<file path="config.mk">
export PLATFORM = sky130hd
export DESIGN_NAME = fetch_stage
export DESIGN_NICKNAME = d
export VERILOG_FILES = /design/src/rtl/fetch_stage_pkg.sv /design/src/rtl/fetch_stage_ext_sel_decode.sv /design/src/rtl/fetch_stage.sv
export SDC_FILE = /design/constraint.sdc
export NUM_CORES = 1
export LEC_CHECK = 0
export ABC_AREA = 1
export CAP_MARGIN = 20
export CORE_MARGIN = 2
export CORE_UTILIZATION = 40
export DETAILED_ROUTE_END_ITERATION = 12
export PLACE_DENSITY = 0.75
export SYNTH_ARGS = -nofsm -noshare
export SYNTH_HDL_FRONTEND = slang
export SYNTH_HIERARCHICAL = 1
export SYNTH_SLANG_ARGS = --single-unit
</file>
<file path="constraint.sdc">
create_clock -name clk -period 7.2 [get_ports clk]
set_input_delay 1.44 -clock clk [delete_from_list [all_inputs] [get_ports clk]]
set_output_delay 1.44 -clock clk [all_outputs]
set_load 0.01 [all_outputs]
</file>
<file path="src/rtl/fetch_stage_pkg.sv">
// rtl/fetch_stage_pkg.sv - shared opcode, extender-select and IF/ID entry definitions
package fetch_stage_pkg;

    localparam logic [1:0] EXT_SEL_SIGN = 2'b00;
    localparam logic [1:0] EXT_SEL_ZERO = 2'b01;
    localparam logic [1:0] EXT_SEL_LUI  = 2'b10;

    localparam logic [5:0] OP_ANDI = 6'h0C;
    localparam logic [5:0] OP_ORI  = 6'h0D;
    localparam logic [5:0] OP_XORI = 6'h0E;
    localparam logic [5:0] OP_LUI  = 6'h0F;

    typedef struct packed {
        logic [31:0] pc;
        logic [31:0] instr;
    } ifid_t;

endpackage

</file>
<file path="src/rtl/fetch_stage_ext_sel_decode.sv">
// rtl/fetch_stage_ext_sel_decode.sv - opcode to extender select; shared with the control unit
module ext_sel_decode
    import fetch_stage_pkg::*;
(
    input  logic [5:0] opcode,
    output logic [1:0] ext_sel
);

    always_comb begin
        ext_sel = EXT_SEL_SIGN;
        case (opcode)
            OP_ANDI, OP_ORI, OP_XORI: ext_sel = EXT_SEL_ZERO;
            OP_LUI:                   ext_sel = EXT_SEL_LUI;
            default:                  ext_sel = EXT_SEL_SIGN;
        endcase
    end

endmodule

</file>
<file path="src/rtl/fetch_stage.sv">
// rtl/fetch_stage.sv - PC register, single-entry skid buffer and IF/ID pipeline register
module fetch_stage
    import fetch_stage_pkg::*;
#(
    parameter logic [31:0] RESET_PC = 32'h0000_3000
) (
    input  logic        clk,
    input  logic        rst,
    output logic        imem_req,
    output logic [31:0] imem_addr,
    input  logic        imem_ready,
    input  logic [31:0] imem_rdata,
    input  logic        stall,
    input  logic        redirect_valid,
    input  logic [31:0] redirect_pc,
    output logic        id_valid,
    output logic [31:0] id_pc,
    output logic [31:0] id_instr,
    output logic [15:0] id_imm16,
    output logic [1:0]  id_ext_sel
);

    typedef enum logic {
        S_FETCH = 1'b0,
        S_HOLD  = 1'b1
    } state_t;

    state_t      state;
    logic [31:0] pc;
    ifid_t       skid;
    ifid_t       ifid;

    assign imem_req  = (state == S_FETCH) && !rst;
    assign imem_addr = pc;
    assign id_pc     = ifid.pc;
    assign id_instr  = ifid.instr;
    assign id_imm16  = ifid.instr[15:0];

    always_ff @(posedge clk or posedge rst) begin
        if (rst) begin
            state    <= S_FETCH;
            pc       <= RESET_PC;
            id_valid <= 1'b0;
            ifid     <= '0;
            skid     <= '0;
        end else if (redirect_valid) begin
            // Redirect abandons any returned word and the buffered one alike.
            state    <= S_FETCH;
            pc       <= redirect_pc & 32'hFFFF_FFFC;
            id_valid <= 1'b0;
        end else begin
            case (state)
                S_FETCH: begin
                    if (imem_ready) begin
                        pc <= pc + 32'd4;
                        if (stall) begin
                            skid.pc    <= pc;
                            skid.instr <= imem_rdata;
                            state      <= S_HOLD;
                        end else begin
                            ifid.pc    <= pc;
                            ifid.instr <= imem_rdata;
                            id_valid   <= 1'b1;
                        end
                    end else if (!stall) begin
                        id_valid <= 1'b0;
                    end
                end
                S_HOLD: begin
                    if (!stall) begin
                        ifid     <= skid;
                        id_valid <= 1'b1;
                        state    <= S_FETCH;
                    end
                end
                default: state <= S_FETCH;
            endcase
        end
    end

    ext_sel_decode u_ext_sel_decode (
        .opcode  (ifid.instr[31:26]),
        .ext_sel (id_ext_sel)
    );

endmodule

</file>
==> results of run 1 <==
-- per-layer routing --
layer	part of all wire	global-route usage
met5	0	0
met4	0.020	0.0737
met3	0.071	0.0380
met2	0.46	0.305
met1	0.45	0.274
-- worst register-to-register path: cells and delay by family, from the launching register on --
family,cells,cell delay [ps]
compound gates,2,430
simple gates,2,250
buf+inv,4,1600
flops,1,400
-- state kept, by name, summed over array words and instances, names as in the netlist --
| signal | cells |
|---|---|
| state | 1 |
| id_pc | 30 |
| skid | 62 |
| imem_addr | 30 |
| id_instr | 32 |
| id_valid | 1 |
-- worst paths after layout --
kind                       startpoint      endpoint  slack, ps  cells past startpoint
max                               rst      imem_req       3180                      3
min                          skid[62]      skid[62]        480                      2
max reg2reg                     state      id_pc[4]       4420                      8
min reg2reg                  skid[62]      skid[62]        480                      2
max in group asynchronous         rst     id_pc[27]       4260                      3
min in group asynchronous         rst  id_instr[10]       1610                      2
-- per-stage QoR --
stage	setup slack (ps)	std cells	instance area, µm²	total power [W]	hold WS, ps
5_1_grt	3130	1340	10000	0.00282	496
3_3_place_gp	3190	1307	9400	0.00176	461
4_1_cts	3170	1339	10000	0.00271	483
6_report	3180	1340	10000	0.00267	479
2_1_floorplan	1560	957	7660	0.00146	448
3_5_place_dp	3180	1307	9400	0.00177	468
-- layout by cell type, fill, tap and decap left out, types with 4 or more instances in the layout --
cell type / Yosys / layout
a21oi_1: 5 / 5
buf_4: 27 / 5
clkbuf_16: 0 / 17
clkdlybuf4s50_1: 0 / 178
clkinv_2: 0 / 4
clkinv_4: 0 / 6
conb_1: 1 / 4
dfrtp_1: 154 / 154
inv_1: 81 / 80
nand2_1: 310 / 310
nand3_1: 48 / 48
nor2_1: 52 / 52
nor2_2: 4 / 4
o211ai_1: 5 / 5
o21a_1: 62 / 62
o21ai_0: 130 / 130
o21bai_1: 4 / 4
xor2_1: 8 / 8
-- cell type report --
type / instances / area (µm²)
Fill cell: 1709 / 8670
Clock inverter: 13 / 166
Inverter: 84 / 322
Multi-Input combinational cell: 650 / 3060
Tap cell: 234 / 293
Clock buffer: 19 / 443
Timing Repair Buffer: 184 / 1850
Sequential cell: 156 / 3910
-- cells by family after synthesis --
kind of cell / count (synthesis)
flops: 156
fa+ha+maj: 1
xor+xnor: 8
compound gates: 216
simple gates: 421
other cells: 1
buf+inv: 151
-- power by group through the flow --
stage	Sequential [W]	Combinational (W)	Clock [W]
final	0.00115	0.000604	0.000925
after global routing	0.00117	0.000672	0.000981
after CTS	0.00115	0.000613	0.000947
after detailed placement	0.00116	0.000610	0
after global placement	0.00116	0.000600	0
after floorplan	0.00118	0.000284	0
==> impl_results.md, run 1 <==
- DRC: 0
- Switch share: 0.283
- Port bufs: 178
- Critical Path AT: 2580 ps
- Biggest cell delay along the critical path: 540 ps
- Post-synthesis sequential area ratio: 0.511
- Clock Sinks: 156
- Commonest cells in the synthesized netlist: nand2_1, dfrtp_1, o21ai_0
- Critical path type: in -> out
- Pwr Density: roughly 270 nW/µm²
- Row cnt: 50
- Total Routing Usage GR: 0.197
- Gates resized, CTS repair: 0
- Count leader, synth: nand2_1
- Vias in the first global route: between 6000 and 7000
- Router iterations before antenna repair: 5
- TNS Setup: 0 ps
- #FFs+latches synth: between 150 and 200
- Clock transition at path regs: about 60 ps
- Dominant synthesized flop cell: dfrtp_1
- Post-synthesis compound-gate area fraction: 0.167
- Latest clock arrival within the worst-skew pair: just over 400 ps
- Gr ovfl total: 0
- Synth Area in Simple Gates: 0.219
- Largest net degree at the start of global routing: 125
- Vias: 6740
- Psw: roughly 0.00076 W
- Clk network pwr share: 0.346
- Xor and xnor fraction of the mapped netlist area: 0.00917
- Layout cells sized above 1: 0.0461
- CP bufs+invs: 2
- EDFF count, synth: 0
- Chip width: between 100 and 150 µm
- Final setup fails: 0
- Final core utilization: 0.536
- Drt initial violations: 450
- Worst path most repeated cell: clkdlybuf4s50_1
- Worst-Margin Slew: roughly 830 ps
- Antenna viol nets, final: 0
- First-pass GRT wire length: roughly 31000 µm
- Syn_area_per_cell: between 8 and 9 µm²
- Postcts setup bufs: 0
- Mux cell area share after synthesis: 0
- Die area: roughly 20000 µm²
- Maximum root-to-sink buffer count: 2
- Initial antenna violation count: 0
- Peak supply drop: around 0.16 mV
- CP required: about 5800 ps
- Critical path, cell by cell: clkdlybuf4s50_1 > nor2_1 > clkdlybuf4s50_1
- Post-DR vias/cell: around 5
- Post-DP HPWL: around 13000 µm
- Synth async-reset ratio: 1.00
- CTS tree: done
- Final GP Congestion: approximately 0.93
- Hold bufs inserted after CTS: 0
- Post-synth top area cell: dfrtp_1
- ANT cells: 0
- CP max FO: 2
- Rel. slew slack: 0.448
- Logic gate share of total power: 0.226
- Hold Crit Class: reg -> reg
- Fin crit share: 0.558
- CTS Root Cell: clkbuf_16
- Yosys synthesis warning count: 6
- Status: complete, no violations
- H-tree Lvls: 4
- Critical path endpoint category: output pin
- Synth area leaders: dfrtp_1, nand2_1, o21ai_0
- CTS Buf Count: 17
- P_int: 0.00192 W
- Starting Density: 0.409
- Routed Wire Length: ~19000 µm
- Final slew viol count: 0
- Chip height: approximately 140 µm
- Top delay family on crit path: buffers and inverters
- Core Box Area: roughly 19000 µm²
- Final Skew: between 6 and 7 ps
- # IOs: 185
- Leak Pwr: between 4 and 5 nW
- Final nets: around 1200
- Area growth syn-to-layout: 31.2%
- Sequential group share of total power: 0.428
- Hold Fails Final Rpt: 0
- Max Freq: 249 MHz
- Area share of the largest cell type after synthesis: 0.504
- Crit start category: input pin
- Slowest cell on crit path: clkdlybuf4s50_1
- Main combinational cell family by area after synthesis: simple AND/OR/NAND/NOR gates
- RSZ-0062 raised after global routing: no
- Cell Area, Synth: approximately 7600 µm²
- Max-Cap Viols: 0
- Synth Instances: ~950
- Average wire per standard cell: approximately 14 µm
- Post-Synth Adder-Cell Area: 0.00164
- Period minus WS final: 4020 ps
- Synth unique cells: 31
No activity file was read; power rests on OpenSTA's default activity.
==> run 2: changes to the inputs <==
==> constraint.sdc (replaced) <==
create_clock -name clk -period 3.8 [get_ports clk]
set_input_delay 0.76 -clock clk [delete_from_list [all_inputs] [get_ports clk]]
set_output_delay 0.76 -clock clk [all_outputs]
set_load 0.01 [all_outputs]
==> run 2 against run 1 <==
  * Global-route usage about the same
  * Sequential share of layout area about the same
  * Total power rose by 83%
  * Non-clock buffer count is 6 higher
  * Final area about the same
  * Sequential power grew 89%
  * Hold slack about the same
  * Die area unchanged
  * Setup slack worse by 2100 ps
  * Highest routed layer unchanged
==> impl_results.md, run 2 (same netlist as run 1, synthesis figures left out) <==
- Status: complete, no violations
- Postcts setup bufs: 0
- Critical path endpoint category: output pin
- Latest clock arrival within the worst-skew pair: between 400 and 500 ps
- CTS tree: done
- Maximum root-to-sink buffer count: 2
- Max-Cap Viols: 0
- Gr ovfl total: 0
- # IOs: between 150 and 200
- Critical Path AT: approximately 1900 ps
- Chip width: approximately 140 µm
- Met3 Use GR: 0.0498
- Largest net degree at the start of global routing: a little over 90
- Post-DR vias/cell: ~5.0
- Top delay family on crit path: buffers and inverters
- Biggest cell delay along the critical path: 580 ps
- CP max FO: 2
- Row cnt: 50
- Most common cell after layout, fill and taps aside: nand2_1
- Fin crit share: 0.705
- Logic gate share of total power: 0.236
- Total Power: 0.00490 W
- Pwr Density: around 490 nW/µm²
- Max Freq: 373 MHz
- Worst path most repeated cell: clkdlybuf4s50_1
- P_int: about 0.0035 W
- Clock transition at path regs: around 60 ps
- Peak supply drop: between 0.3 and 0.4 mV
- Busiest grt layer: met2
- Hold Crit Class: reg -> reg
- CP required: around 3000 ps
- Clk network pwr share: 0.320
- Initial antenna violation count: 0
- Period minus WS final: roughly 2700 ps
- GRT met1 Usage: 0.274
- Sequential group share of total power: 0.444
- Switch share: 0.293
- Core Box Area: between 15000 and 20000 µm²
- Total Routing Usage GR: 0.196
- Vias: ~6800
- Critical path, cell by cell: clkdlybuf4s50_1 > nor2_1 > clkdlybuf4s50_1
- Rel. slew slack: 0.465
- ANT cells: 0
- Slowest cell on crit path: clkdlybuf4s50_1
- Worst-Margin Slew: 803 ps
- CTS Buf Count: 17
- Critical path type: in -> out
- CP bufs+invs: 2
- Antenna viol nets, final: 0
- H-tree Lvls: 4
- Hold Fails Final Rpt: 0
- Reg with most FFs: skid
- Leak Pwr: roughly 4.5 nW
- Area growth syn-to-layout: 31.2%
- Final slew viol count: 0
- DRC: 0
- Final Skew: just over 9 ps
- Final GP Congestion: ~0.95
- Gates resized, CTS repair: 0
- Post-Place Cells: between 1000 and 1500
- Die area: between 20000 and 25000 µm²
- Post-DP HPWL: 13300 µm
- Average wire per standard cell: about 14 µm
- Crit start category: input pin
- Hold bufs inserted after CTS: 0
- Port bufs: 178
- Most frequent cells in the layout: nand2_1, clkdlybuf4s50_1, dfrtp_1, o21ai_0, inv_1
- RSZ-0062 raised after global routing: no
- Psw: between 0.001 and 0.0015 W
- Final nets: 1169
- Non-Filler Instances: about 1300
- Final setup fails: 0
- Drt initial violations: 462
- Clock Sinks: approximately 160
- Layout cells sized above 1: 0.0513
- Router iterations before antenna repair: 6
- First-pass GRT wire length: roughly 31000 µm
- Max FFs per register: 62
- Vias in the first global route: 6381
- GR Layer Usage met2: 0.301
- Starting Density: 0.409
- Routed Wire Length: around 19000 µm
- CTS Root Cell: clkbuf_16
- TNS Setup: 0 ps
- Chip height: between 100 and 150 µm
[run 2: power by group through the flow]
| stage | sequential (W) | combinational, W | clock, W |
|---|---|---|---|
| detailed placement | 0.00220 | 0.00117 | 0 |
| finish | 0.00217 | 0.00116 | 0.00157 |
| CTS | 0.00217 | 0.00117 | 0.00162 |
| floorplan | 0.00223 | 0.000539 | 0 |
| global placement | 0.00219 | 0.00114 | 0 |
| global route | 0.00222 | 0.00128 | 0.00168 |
[run 2: metal layers]
metal / vias up / share of wire
met3: 27 / 0.075
met2: 281 / 0.45
met4: 0 / 0.018
li1: 3333 / -
met5: - / 0
met1: 3131 / 0.46
[run 2: area by class of cell]
type | count | area [µm²]
Fill cell | 1733 | 8670
Sequential cell | 156 | 3910
Multi-Input combinational cell | 650 | 3060
Timing Repair Buffer | 190 | 1910
Clock buffer | 20 | 457
Inverter | 84 | 320
Tap cell | 234 | 293
Clock inverter | 12 | 90.1
[run 2: stage by stage]
step	utilization	instance area, µm²	hold slack, ps	setup slack [ps]
global route	0.536	10000	500	1100
detailed placement	0.507	9490	468	914
finish	0.536	10000	479	1120
CTS	0.536	10000	483	1130
global placement	0.507	9490	462	915
floorplan	-	7660	448	1070
[run 2: path summary, 6_finish.rpt]
check	start	endpoint	slack, ps	cells past startpoint
hold / removal	skid[58]	skid[58]	480	2
min in group asynchronous	rst	imem_addr[27]	900	3
setup reg to reg	state	id_instr[11]	1380	7
setup / recovery	rst	imem_req	1120	3
hold reg to reg	skid[58]	skid[58]	480	2
max in group asynchronous	rst	id_instr[4]	2240	3
[run 2: worst reg2reg max path: cells and delay by family, from the launching register on]
kind / cells / cell delay [ps]
flops: 1 / 410
simple gates: 2 / 250
compound gates: 2 / 500
buf+inv: 3 / 1140
